### src/rtl/serial_twos_decoder.sv
`default_nettype none
// ============================================================================
// Module  : serial_twos_decoder
// Brief   : Collects an LSB-first two's-complement word and presents it as
//           sign-magnitude behind a valid/ready handshake.
// Revision: 1.0  initial release
// ============================================================================
module serial_twos_decoder #(
  parameter int WIDTH = 8
) (
  input  logic             clk,
  input  logic             rst,
  input  logic             in_valid,
  input  logic             in_start,
  input  logic             in_bit,
  output logic             in_ready,
  output logic             out_valid,
  input  logic             out_ready,
  output logic [WIDTH-1:0] out_mag,
  output logic             out_sign,
  output logic             out_ovf,
  output logic             frame_err
);

  localparam int CW = $clog2(WIDTH);
  localparam logic [CW-1:0]    c_LAST = CW'(WIDTH - 1);
  localparam logic [CW-1:0]    c_ONE  = CW'(1);
  localparam logic [WIDTH-1:0] c_OVF  = {1'b1, {(WIDTH-1){1'b0}}};

  typedef enum logic [1:0] {
    S_IDLE  = 2'd0,
    S_SHIFT = 2'd1,
    S_CONV  = 2'd2,
    S_HOLD  = 2'd3
  } state_t;

  state_t           r_state, w_state_n;
  logic [CW-1:0]    r_cnt, w_cnt_n;
  logic [WIDTH-1:0] r_word, w_word_n;
  logic [WIDTH-1:0] r_res, w_res_n;
  logic             r_seen, w_seen_n;
  logic             r_out_valid, w_out_valid_n;
  logic [WIDTH-1:0] r_mag, w_mag_n;
  logic             r_sign, w_sign_n;
  logic             r_ovf, w_ovf_n;
  logic             r_frame_err, w_frame_err_n;

  logic             w_accept;
  logic [WIDTH-1:0] w_shift_word;
  logic             w_rbit;
  logic [WIDTH-1:0] w_res_shift;

  assign in_ready  = ~rst & ((r_state == S_IDLE) | (r_state == S_SHIFT));
  assign w_accept  = in_valid & in_ready;
  assign out_valid = r_out_valid;
  assign out_mag   = r_mag;
  assign out_sign  = r_sign;
  assign out_ovf   = r_ovf;
  assign frame_err = r_frame_err;

  // Bits enter at the top and walk down, so after WIDTH accepts bit 0 sits at LSB.
  assign w_shift_word = {in_bit, (in_start ? {(WIDTH-1){1'b0}} : r_word[WIDTH-1:1])};

  // Negation: copy up to and including the first 1, invert everything after it.
  assign w_rbit      = r_seen ? ~r_word[0] : r_word[0];
  assign w_res_shift = {w_rbit, r_res[WIDTH-1:1]};

  always_comb begin
    w_state_n     = r_state;
    w_cnt_n       = r_cnt;
    w_word_n      = r_word;
    w_res_n       = r_res;
    w_seen_n      = r_seen;
    w_out_valid_n = r_out_valid;
    w_mag_n       = r_mag;
    w_sign_n      = r_sign;
    w_ovf_n       = r_ovf;
    w_frame_err_n = 1'b0;

    case (r_state)
      S_IDLE: begin
        if (w_accept && in_start) begin
          w_word_n  = w_shift_word;
          w_cnt_n   = c_ONE;
          w_state_n = S_SHIFT;
        end
      end

      S_SHIFT: begin
        if (w_accept) begin
          w_word_n = w_shift_word;
          if (in_start) begin
            w_cnt_n       = c_ONE;
            w_frame_err_n = 1'b1;
          end else if (r_cnt == c_LAST) begin
            w_cnt_n = '0;
            if (!in_bit) begin
              w_mag_n   = w_shift_word;
              w_sign_n  = 1'b0;
              w_ovf_n   = 1'b0;
              w_state_n = S_HOLD;
            end else begin
              w_seen_n  = 1'b0;
              w_state_n = S_CONV;
            end
          end else begin
            w_cnt_n = r_cnt + c_ONE;
          end
        end
      end

      S_CONV: begin
        w_word_n = r_word >> 1;
        w_res_n  = w_res_shift;
        w_seen_n = r_seen | r_word[0];
        if (r_cnt == c_LAST) begin
          w_cnt_n   = '0;
          w_mag_n   = w_res_shift;
          w_sign_n  = 1'b1;
          w_ovf_n   = (w_res_shift == c_OVF);
          w_state_n = S_HOLD;
        end else begin
          w_cnt_n = r_cnt + c_ONE;
        end
      end

      S_HOLD: begin
        // out_valid rises one cycle after entry; handshake only once it is visible.
        if (!r_out_valid) begin
          w_out_valid_n = 1'b1;
        end else if (out_ready) begin
          w_out_valid_n = 1'b0;
          w_state_n     = S_IDLE;
        end
      end

      default: w_state_n = S_IDLE;
    endcase
  end

  always_ff @(posedge clk) begin
    if (rst) begin
      r_state     <= S_IDLE;
      r_cnt       <= '0;
      r_word      <= '0;
      r_res       <= '0;
      r_seen      <= 1'b0;
      r_out_valid <= 1'b0;
      r_mag       <= '0;
      r_sign      <= 1'b0;
      r_ovf       <= 1'b0;
      r_frame_err <= 1'b0;
    end else begin
      r_state     <= w_state_n;
      r_cnt       <= w_cnt_n;
      r_word      <= w_word_n;
      r_res       <= w_res_n;
      r_seen      <= w_seen_n;
      r_out_valid <= w_out_valid_n;
      r_mag       <= w_mag_n;
      r_sign      <= w_sign_n;
      r_ovf       <= w_ovf_n;
      r_frame_err <= w_frame_err_n;
    end
  end

endmodule
`default_nettype wire

### config.mk
export PLATFORM = sky130hd
export DESIGN_NAME = serial_twos_decoder
export DESIGN_NICKNAME = d
export VERILOG_FILES = /design/src/rtl/serial_twos_decoder.sv
export SDC_FILE = /design/constraint.sdc
export NUM_CORES = 1
export LEC_CHECK = 0
export BUFFER_PORTS_ARGS = -buffer_cell sky130_fd_sc_hd__clkbuf_2
export CORE_ASPECT_RATIO = 0.9
export CORE_UTILIZATION = 35
export DETAILED_ROUTE_END_ITERATION = 7
export GPL_ROUTABILITY_DRIVEN = 0
export MAX_ROUTING_LAYER = met4
export PLACE_DENSITY_LB_ADDON = 0.1
export SYNTH_ARGS = -nofsm -noshare
export SYNTH_HDL_FRONTEND = slang
export SYNTH_SLANG_ARGS = --single-unit
### constraint.sdc
create_clock -name clk -period 1.9 [get_ports clk]
set_input_delay 0.095 -clock clk [delete_from_list [all_inputs] [get_ports clk]]
set_output_delay 0.095 -clock clk [all_outputs]
set_load 0.01 [all_outputs]
==> flow_metrics.env, run 1 <==
export IMPL_status="completed"
export IMPL_yosys_warnings=0
export IMPL_drive_above_1_share_pct=22.22
export IMPL_dp_hpwl_um=2665
export IMPL_synth_xor_area_share_pct=0
export IMPL_timing_rr_end="out_sign"
export IMPL_yosysMostFrequentCell="dfxtp_1"
export IMPL_hold_buffers=0
export IMPL_hold_start="out_ready"
export IMPL_htreeDepth=2
export IMPL_final_cells=260
export IMPL_root_buffer="clkbuf_8"
export IMPL_drtAntennaViolNets=0
export IMPL_io_buffer_count=18
export IMPL_placed_cells=252
export IMPL_hp_class="in2reg"
export IMPL_hold_violations=0
export IMPL_vias=1303
export IMPL_setup_viol=0
export IMPL_cp_top_family="flip-flops"
export IMPL_grt_total_usage_pct=17.34
export IMPL_cts_path_max_buffers=2
export IMPL_ys_types=35
export IMPL_drv_slew=0
export IMPL_wirelength_um=3667
export IMPL_rsz0062_at_grt="yes"
export IMPL_ys_ff_latch=33
export IMPL_ir_worst_vdd_uv=449.6
export IMPL_synthTopCellsByCount="dfxtp_1, nor2_1, mux2i_1, nand2_1, nand3_1"
export IMPL_crit_path_end_kind="flop"
export IMPL_drt_wirelength_per_cell_um=14.10
export IMPL_cts_tree="yes"
export IMPL_drt_iter0_markers=67
export IMPL_drv_cap=0
export IMPL_clk_pin_slew_worst_paths_ps=70
export IMPL_synth_simple_area_share_pct=20.55
export IMPL_synthArstFlopShare_pct=0
export IMPL_path_class="reg2reg"
export IMPL_netlist_area_leader_share_pct=40.34
export IMPL_numCtsBuffers=5
export IMPL_arrival_ps=1920
export IMPL_path_buf_inv=1
export IMPL_crit_slowest_cell="dfxtp_1"
export IMPL_worstMarginPinSlew_ps=596.7
export IMPL_netlist_area_um2=1638
export IMPL_max_freq_mhz=572.1
export IMPL_yosys_area_share_adder_pct=6.112
export IMPL_die_width_um=74.11
export IMPL_muxShareOfSynthArea_pct=11.61
export IMPL_slew_headroom_pct=60.17
export IMPL_finalCritPeriodShare_pct=92.00
export IMPL_slowest_delay_ps=400
export IMPL_timing_critical_path_required_ps=2070
export IMPL_setup_worst_path_start_class="flop"
export IMPL_drc=0
export IMPL_cp_max_fo=18
export IMPL_worst_r2r_setup_slack_ps=150
export IMPL_synth_edf_count=0
export IMPL_io_pins=19
export IMPL_path_common_cell="nor2_1"
export IMPL_core_area_um2=4461
export IMPL_grt_max_degree=24
export IMPL_fin_util_pct=42.33
export IMPL_synth_ff_type="dfxtp_1"
export IMPL_via_per_inst=5.012
export IMPL_num_nets_final=211
export IMPL_rr_worst_depth=6
export IMPL_whs_path_depth=4
export IMPL_grt_pass1_vias=1263
export IMPL_rows=23
export IMPL_power_density_nw_per_um2=1081
export IMPL_seq_area_frac_synth_pct=40.34
export IMPL_synth_top_family_by_area="simple AND/OR/NAND/NOR gates"
export IMPL_overflow=0
export IMPL_hold_end="out_valid"
export IMPL_r2r_start="r_state[0]"
export IMPL_synth_cells=178
export IMPL_synth_compound_area_share_pct=15.58
export IMPL_postSynthAreaPerCell_um2=9.201
export IMPL_yosys_area_top_type="dfxtp_1"
export IMPL_start_util_pct=36.72
export IMPL_die_height_um=66.90
export IMPL_clk_latency_ps=280
export IMPL_leakagePower_nw=0.7499
export IMPL_dieArea_um2=4957
export IMPL_grt_pass1_wl_um=6134
export IMPL_antenna_found_initial=0
export IMPL_crit_chain="inv_1 -> ha_1 -> nor2_1 -> o221a_4 -> mux2i_1 -> nor2_1"
export IMPL_dr_pass1_iters=4
export IMPL_clock_skew_final_ps=8.544
export IMPL_synth_area_leaders="dfxtp_1, mux2i_1, ha_1, nor2_1, a211oi_2"
export IMPL_cts_sinks=33
export IMPL_areaGrowthSynthToFinish_pct=15.28
export IMPL_syn_nets=192
export IMPL_antenna_cells=0
export IMPL_fin_crit_ps=1748
export IMPL_timing_hold_ws_ps=108.2
-- final cells by class --
type / count / area (µm²)
Clock buffer: 7 / 96.34
Timing Repair Buffer: 23 / 127.6
Sequential cell: 33 / 660.6
Multi-Input combinational cell: 128 / 898.4
Clock inverter: 1 / 5.005
Inverter: 6 / 22.52
Tap cell: 62 / 77.57
Fill cell: 458 / 2572
-- repair_timing --
item / in CTS / in global routing
setup endpoints to repair: 0 / 10
setup buffers: 0 / 0
gates resized for setup: 0 / 3
-- worst register-to-register path: stages, from the launching register on --
cell     delay (ps)
dfxtp_1         400
inv_1           110
ha_1            240
nor2_1          220
o221a_4         390
mux2i_1         230
nor2_1           50
-- where the power goes --
group | total [mW] | switching (mW) | internal [mW]
combinational | 0.662 | 0.382 | 0.280
sequential | 0.792 | 0.0427 | 0.750
clock | 0.587 | 0.260 | 0.327
-- kinds of logic after synthesis --
logic type / after synthesis
and+or+nand+nor: 71
buffers and inverters: 17
DFF: 33
adders and majority gates: 8
muxes: 19
AOI/OAI and AO/OA: 30
-- cell usage in the layout, fill, tap and decap left out, types with 4 or more instances in the layout --
cell type / synthesis / final
inv_1: 6 / 6
nand3_1: 9 / 9
nor2_1: 26 / 25
a211oi_2: 7 / 8
mux2i_1: 19 / 19
a22oi_1: 6 / 6
nand2_1: 19 / 19
clkbuf_8: 0 / 7
clkbuf_2: 0 / 18
dfxtp_1: 33 / 33
ha_1: 8 / 8
nand2b_1: 4 / 4
a21oi_1: 5 / 5
buf_4: 0 / 5
-- registers in the layout, indices dropped and copies added (netlist names), 2 cells and up --
register and flops:
r_cnt 3, r_word 8, r_state 2, out_mag 8, r_res 7
-- metal layers --
| layer | vias to the layer above | track usage [%] | routed length [µm] |
|---|---|---|---|
| li1 | 664 | - | - |
| met1 | 616 | 24.11 | 1932 |
| met2 | 19 | 23.18 | 1586 |
| met3 | 4 | 4.387 | 107 |
| met4 | 0 | 7.692 | 40 |
| met5 | - | - | 0 |
-- per-stage QoR --
step / total power, mW / TNS, ps / cell area, µm² / setup WS (ps)
finish: 2.041 / 0 / 1888 / 152.1
CTS: 2.042 / 0 / 1872 / 1.849
detailed placement: 1.453 / 0 / 1770 / 2.247
global route: 2.164 / -12.96 / 1888 / -12.96
floorplan: 1.300 / 0 / 1638 / 150.1
global placement: 1.431 / 0 / 1770 / 79.13
-- worst max path at each step --
stage	to	from	slack (ps)	cells after the start
global route	out_sign	r_state[0]	-10	6
global placement	out_mag[7]	r_state[1]	80	6
detailed placement	out_sign	r_state[0]	2	5
finish	out_sign	r_state[0]	150	6
CTS	out_mag[3]	r_state[0]	2	5
floorplan	out_mag[1]	r_state[1]	150	9
No activity file was read; power rests on OpenSTA's default activity.
==> run 2: changes to the inputs <==
--- a/config.mk
+++ b/config.mk
@@ -11,7 +11,7 @@
 export DETAILED_ROUTE_END_ITERATION = 7
 export GPL_ROUTABILITY_DRIVEN = 0
 export MAX_ROUTING_LAYER = met4
-export PLACE_DENSITY_LB_ADDON = 0.1
+export PLACE_DENSITY = 0.56
 export SYNTH_ARGS = -nofsm -noshare
 export SYNTH_HDL_FRONTEND = slang
 export SYNTH_SLANG_ARGS = --single-unit
==> flow_metrics.env, run 2 (synthesis results as in run 1) <==
export IMPL_wirelength_um=3281
export IMPL_areaGrowthSynthToFinish_pct=15.51
export IMPL_place_ws_ps=189.0
export IMPL_leakagePower_nw=0.7500
export IMPL_hold_buffers=0
export IMPL_num_nets_final=212
export IMPL_timing_hold_ws_ps=114.0
export IMPL_drtAntennaViolNets=0
export IMPL_setup_worst_path_start_class="flop"
export IMPL_stdcell_area_um2=1892
export IMPL_clk_latency_ps=280
export IMPL_status="completed"
export IMPL_drv_cap=0
export IMPL_setup_tns_ps=0
export IMPL_die_width_um=74.11
export IMPL_finalCritPeriodShare_pct=89.99
export IMPL_final_common_cell="dfxtp_1"
export IMPL_max_freq_mhz=584.8
export IMPL_dieArea_um2=4957
export IMPL_cts_path_max_buffers=2
export IMPL_fin_ws_ps=190.1
export IMPL_io_pins=19
export IMPL_vias=1258
export IMPL_clk_pin_slew_worst_paths_ps=60
export IMPL_dp_hpwl_um=2345
export IMPL_grt_total_usage_pct=15.77
export IMPL_start_util_pct=36.72
export IMPL_rows=23
export IMPL_core_area_um2=4461
export IMPL_timing_critical_path_required_ps=2110
export IMPL_drive_above_1_share_pct=21.61
export IMPL_antenna_cells=0
export IMPL_placed_area_um2=1790
export IMPL_fin_crit_ps=1710
export IMPL_drt_wirelength_per_cell_um=12.57
export IMPL_dr_pass1_iters=4
export IMPL_path_class="reg2reg"
export IMPL_hold_violations=0
export IMPL_power_density_nw_per_um2=1062
export IMPL_rsz0062_at_grt="no"
export IMPL_clock_skew_final_ps=3.588
export IMPL_cts_sinks=33
export IMPL_crit_chain="inv_1 -> ha_1 -> nor2_1 -> o21ai_0 -> a211oi_1 -> mux2i_1"
export IMPL_drv_slew=0
export IMPL_grt_max_degree=21
export IMPL_die_height_um=66.90
export IMPL_slew_headroom_pct=61.10
export IMPL_crit_slowest_cell="dfxtp_1"
export IMPL_cp_max_fo=4
export IMPL_fill_cells=464
export IMPL_arrival_ps=1920
export IMPL_worstMarginPinSlew_ps=582.9
export IMPL_root_buffer="clkbuf_8"
export IMPL_drt_iter0_markers=94
export IMPL_ir_worst_vdd_uv=323.3
export IMPL_via_per_inst=4.820
export IMPL_drc=0
export IMPL_numCtsBuffers=5
export IMPL_setup_viol=0
export IMPL_grt_pass1_vias=1164
export IMPL_io_buffer_count=18
export IMPL_final_cell_mix="dfxtp_1, nor2_1, nand2_1, mux2i_1, clkbuf_2"
export IMPL_slowest_delay_ps=380
export IMPL_overflow=0
export IMPL_cts_tree="yes"
export IMPL_cts_resized_gates=0
export IMPL_htreeDepth=2
export IMPL_hp_class="in2reg"
export IMPL_cts_setup_buffers=0
export IMPL_antenna_found_initial=0
export IMPL_grt_pass1_wl_um=5582
export IMPL_crit_path_end_kind="flop"
[run 2: stage by stage]
stage / power (mW) / utilization (%) / instances
5_1_grt: 2.142 / 42.41 / 261
6_report: 2.010 / 42.41 / 261
3_3_place_gp: 1.452 / 40.14 / 253
2_1_floorplan: 1.300 / - / 178
4_1_cts: 2.034 / 42.41 / 261
3_5_place_dp: 1.452 / 40.14 / 253
[run 2: worst paths after layout]
kind	start	end	slack [ps]	depth (start not counted)
hold / removal	out_ready	out_valid	110	4
setup / recovery	r_state[0]	r_state[1]	190	6
setup reg to reg	r_state[0]	r_state[1]	190	6
hold reg to reg	out_ovf	out_ovf	470	2
[run 2: worst max-delay path: cells and delay by family, from the launching register on]
family / cells / cell delay, ps
compound gates: 2 / 490
fa+ha+maj: 1 / 240
buf+inv: 1 / 110
flops: 1 / 380
mux: 1 / 260
simple gates: 1 / 160
[run 2: layer usage]
metal  wire length (µm)  track usage (%)  up-vias  part of all wire (%)
met3                119            4.085        6                   3.6
met2               1344            19.55       14                    41
met5                  0                -        -                     0
met1               1770            22.51      581                    54
li1                   -                -      657                     -
met4                 46            8.654        0                   1.4
[run 2: report_power, final]
group | internal [mW] | switching [mW]
clock network | 0.327 | 0.246
logic | 0.279 | 0.370
registers | 0.750 | 0.0378
total | 1.36 | 0.654
[run 2: area by class of cell]
| type | instances | area, µm² | area share (%) |
|---|---|---|---|
| Clock inverter | 1 | 5.005 | 0.2646 |
| Timing Repair Buffer | 24 | 147.6 | 7.804 |
| Sequential cell | 33 | 660.6 | 34.92 |
| Clock buffer | 7 | 96.34 | 5.093 |
| Multi-Input combinational cell | 128 | 882.1 | 46.63 |
| Tap cell | 62 | 77.57 | 4.101 |
| Inverter | 6 | 22.52 | 1.190 |
==> run 3: changes to the inputs <==
--- a/config.mk
+++ b/config.mk
@@ -12,6 +12,8 @@
 export GPL_ROUTABILITY_DRIVEN = 0
 export MAX_ROUTING_LAYER = met4
 export PLACE_DENSITY = 0.56
+export RECOVER_POWER = 25
+export SLEW_MARGIN = 5
 export SYNTH_ARGS = -nofsm -noshare
 export SYNTH_HDL_FRONTEND = slang
 export SYNTH_SLANG_ARGS = --single-unit
==> flow_metrics.env, run 3 (synthesis results as in run 1) <==
export IMPL_hold_start="out_ready"
export IMPL_die_height_um=66.90
export IMPL_antenna_found_initial=0
export IMPL_rsz0062_at_grt="no"
export IMPL_drc=0
export IMPL_core_area_um2=4461
export IMPL_place_ws_ps=189.0
export IMPL_clock_skew_final_ps=3.646
export IMPL_clk_pin_slew_worst_paths_ps=60
export IMPL_setup_viol=0
export IMPL_crit_path_end_kind="flop"
export IMPL_arrival_ps=1930
export IMPL_ir_worst_vdd_uv=320.7
export IMPL_via_per_inst=4.831
export IMPL_power_density_nw_per_um2=1065
export IMPL_whs_path_depth=4
export IMPL_areaGrowthSynthToFinish_pct=14.67
export IMPL_clk_latency_ps=280
export IMPL_drv_cap=0
export IMPL_drtAntennaViolNets=0
export IMPL_cts_setup_buffers=0
export IMPL_numCtsBuffers=5
export IMPL_path_class="reg2reg"
export IMPL_fin_ws_ps=185.7
export IMPL_die_width_um=74.11
export IMPL_wirelength_um=3279
export IMPL_max_freq_mhz=583.3
export IMPL_drive_above_1_share_pct=16.08
export IMPL_root_buffer="clkbuf_8"
export IMPL_status="completed"
export IMPL_dieArea_um2=4957
export IMPL_fin_crit_ps=1714
export IMPL_start_util_pct=36.72
export IMPL_cts_path_max_buffers=2
export IMPL_grt_max_degree=21
export IMPL_io_buffer_count=18
export IMPL_setup_tns_ps=0
export IMPL_timing_critical_path_required_ps=2120
export IMPL_leakagePower_nw=0.7120
export IMPL_cts_tree="yes"
export IMPL_setup_worst_path_start_class="flop"
export IMPL_drt_wirelength_per_cell_um=12.56
export IMPL_worstMarginPinSlew_ps=581.8
export IMPL_hold_violations=0
export IMPL_htreeDepth=2
export IMPL_num_nets_final=212
export IMPL_timing_rr_end="r_seen"
export IMPL_grt_pass1_vias=1164
export IMPL_worst_r2r_setup_slack_ps=190
export IMPL_grt_pass1_wl_um=5582
export IMPL_io_pins=19
export IMPL_final_cell_mix="dfxtp_1, nor2_1, nand2_1, mux2i_1, clkbuf_1"
export IMPL_cp_max_fo=10
export IMPL_fin_total_pwr_mw=2.000
export IMPL_hp_class="in2reg"
export IMPL_hold_end="out_valid"
export IMPL_rows=23
export IMPL_rr_worst_depth=5
export IMPL_vias=1261
export IMPL_slew_headroom_pct=61.17
export IMPL_final_common_cell="dfxtp_1"
export IMPL_drv_slew=0
export IMPL_antenna_cells=0
export IMPL_finalCritPeriodShare_pct=90.23
export IMPL_cts_sinks=33
export IMPL_grt_total_usage_pct=15.77
export IMPL_drt_iter0_markers=83
export IMPL_hold_buffers=0
export IMPL_cts_resized_gates=0
export IMPL_r2r_start="r_state[0]"
export IMPL_dp_hpwl_um=2345
export IMPL_overflow=0
export IMPL_dr_pass1_iters=5
==> run 3: cell types whose count changed in the layout (fill, tap and decap cells not counted) <==
cell / before / now
clkbuf_2: 18 / 7
clkbuf_1: 0 / 11
==> run 3: worst max-delay path by stage <==
stage,start,end,slack [ps],cells after the start
floorplan,r_state[1],out_mag[1],150,9
global route,r_state[0],r_seen,20,5
CTS,r_state[0],r_seen,170,5
detailed placement,r_state[0],r_seen,190,5
global placement,r_state[0],r_state[0],220,6
finish,r_state[0],r_seen,190,5
==> run 3: layout make-up <==
class,instances,area [µm²]
Multi-Input combinational cell,128,882.1
Timing Repair Buffer,24,133.9
Sequential cell,33,660.6
Clock buffer,7,96.34
Clock inverter,1,5.005
Tap cell,62,77.57
Inverter,6,22.52
Fill cell,467,2582
==> run 3: critical path, stage by stage (launching register included) <==
cell	delay, ps
dfxtp_1	380
ha_1	360
nand2b_1	110
or3_1	380
a211o_1	310
a21oi_2	100
==> run 3: per-stage QoR <==
step,instance area [µm²],hold WS [ps],util [%],std cells
2_1_floorplan,1638,228.9,-,178
3_3_place_gp,1790,395.5,40.14,253
3_5_place_dp,1790,412.1,40.14,253
4_1_cts,1892,109.5,42.41,261
5_1_grt,1878,137.3,42.10,261
6_report,1878,115.7,42.10,261
==> run 3: layer usage <==
| metal | track usage, % | wire, µm | vias to the layer above |
|---|---|---|---|
| li1 | - | - | 658 |
| met1 | 22.51 | 1752 | 591 |
| met2 | 19.55 | 1403 | 10 |
| met3 | 4.085 | 99 | 2 |
| met4 | 8.654 | 23 | 0 |
| met5 | - | 0 | - |
==> run 3: report_power, final <==
part,internal (mW),switching (mW),total (mW)
Clock,0.327,0.245,0.572
Sequential,0.750,0.0377,0.787
Combinational,0.272,0.369,0.641
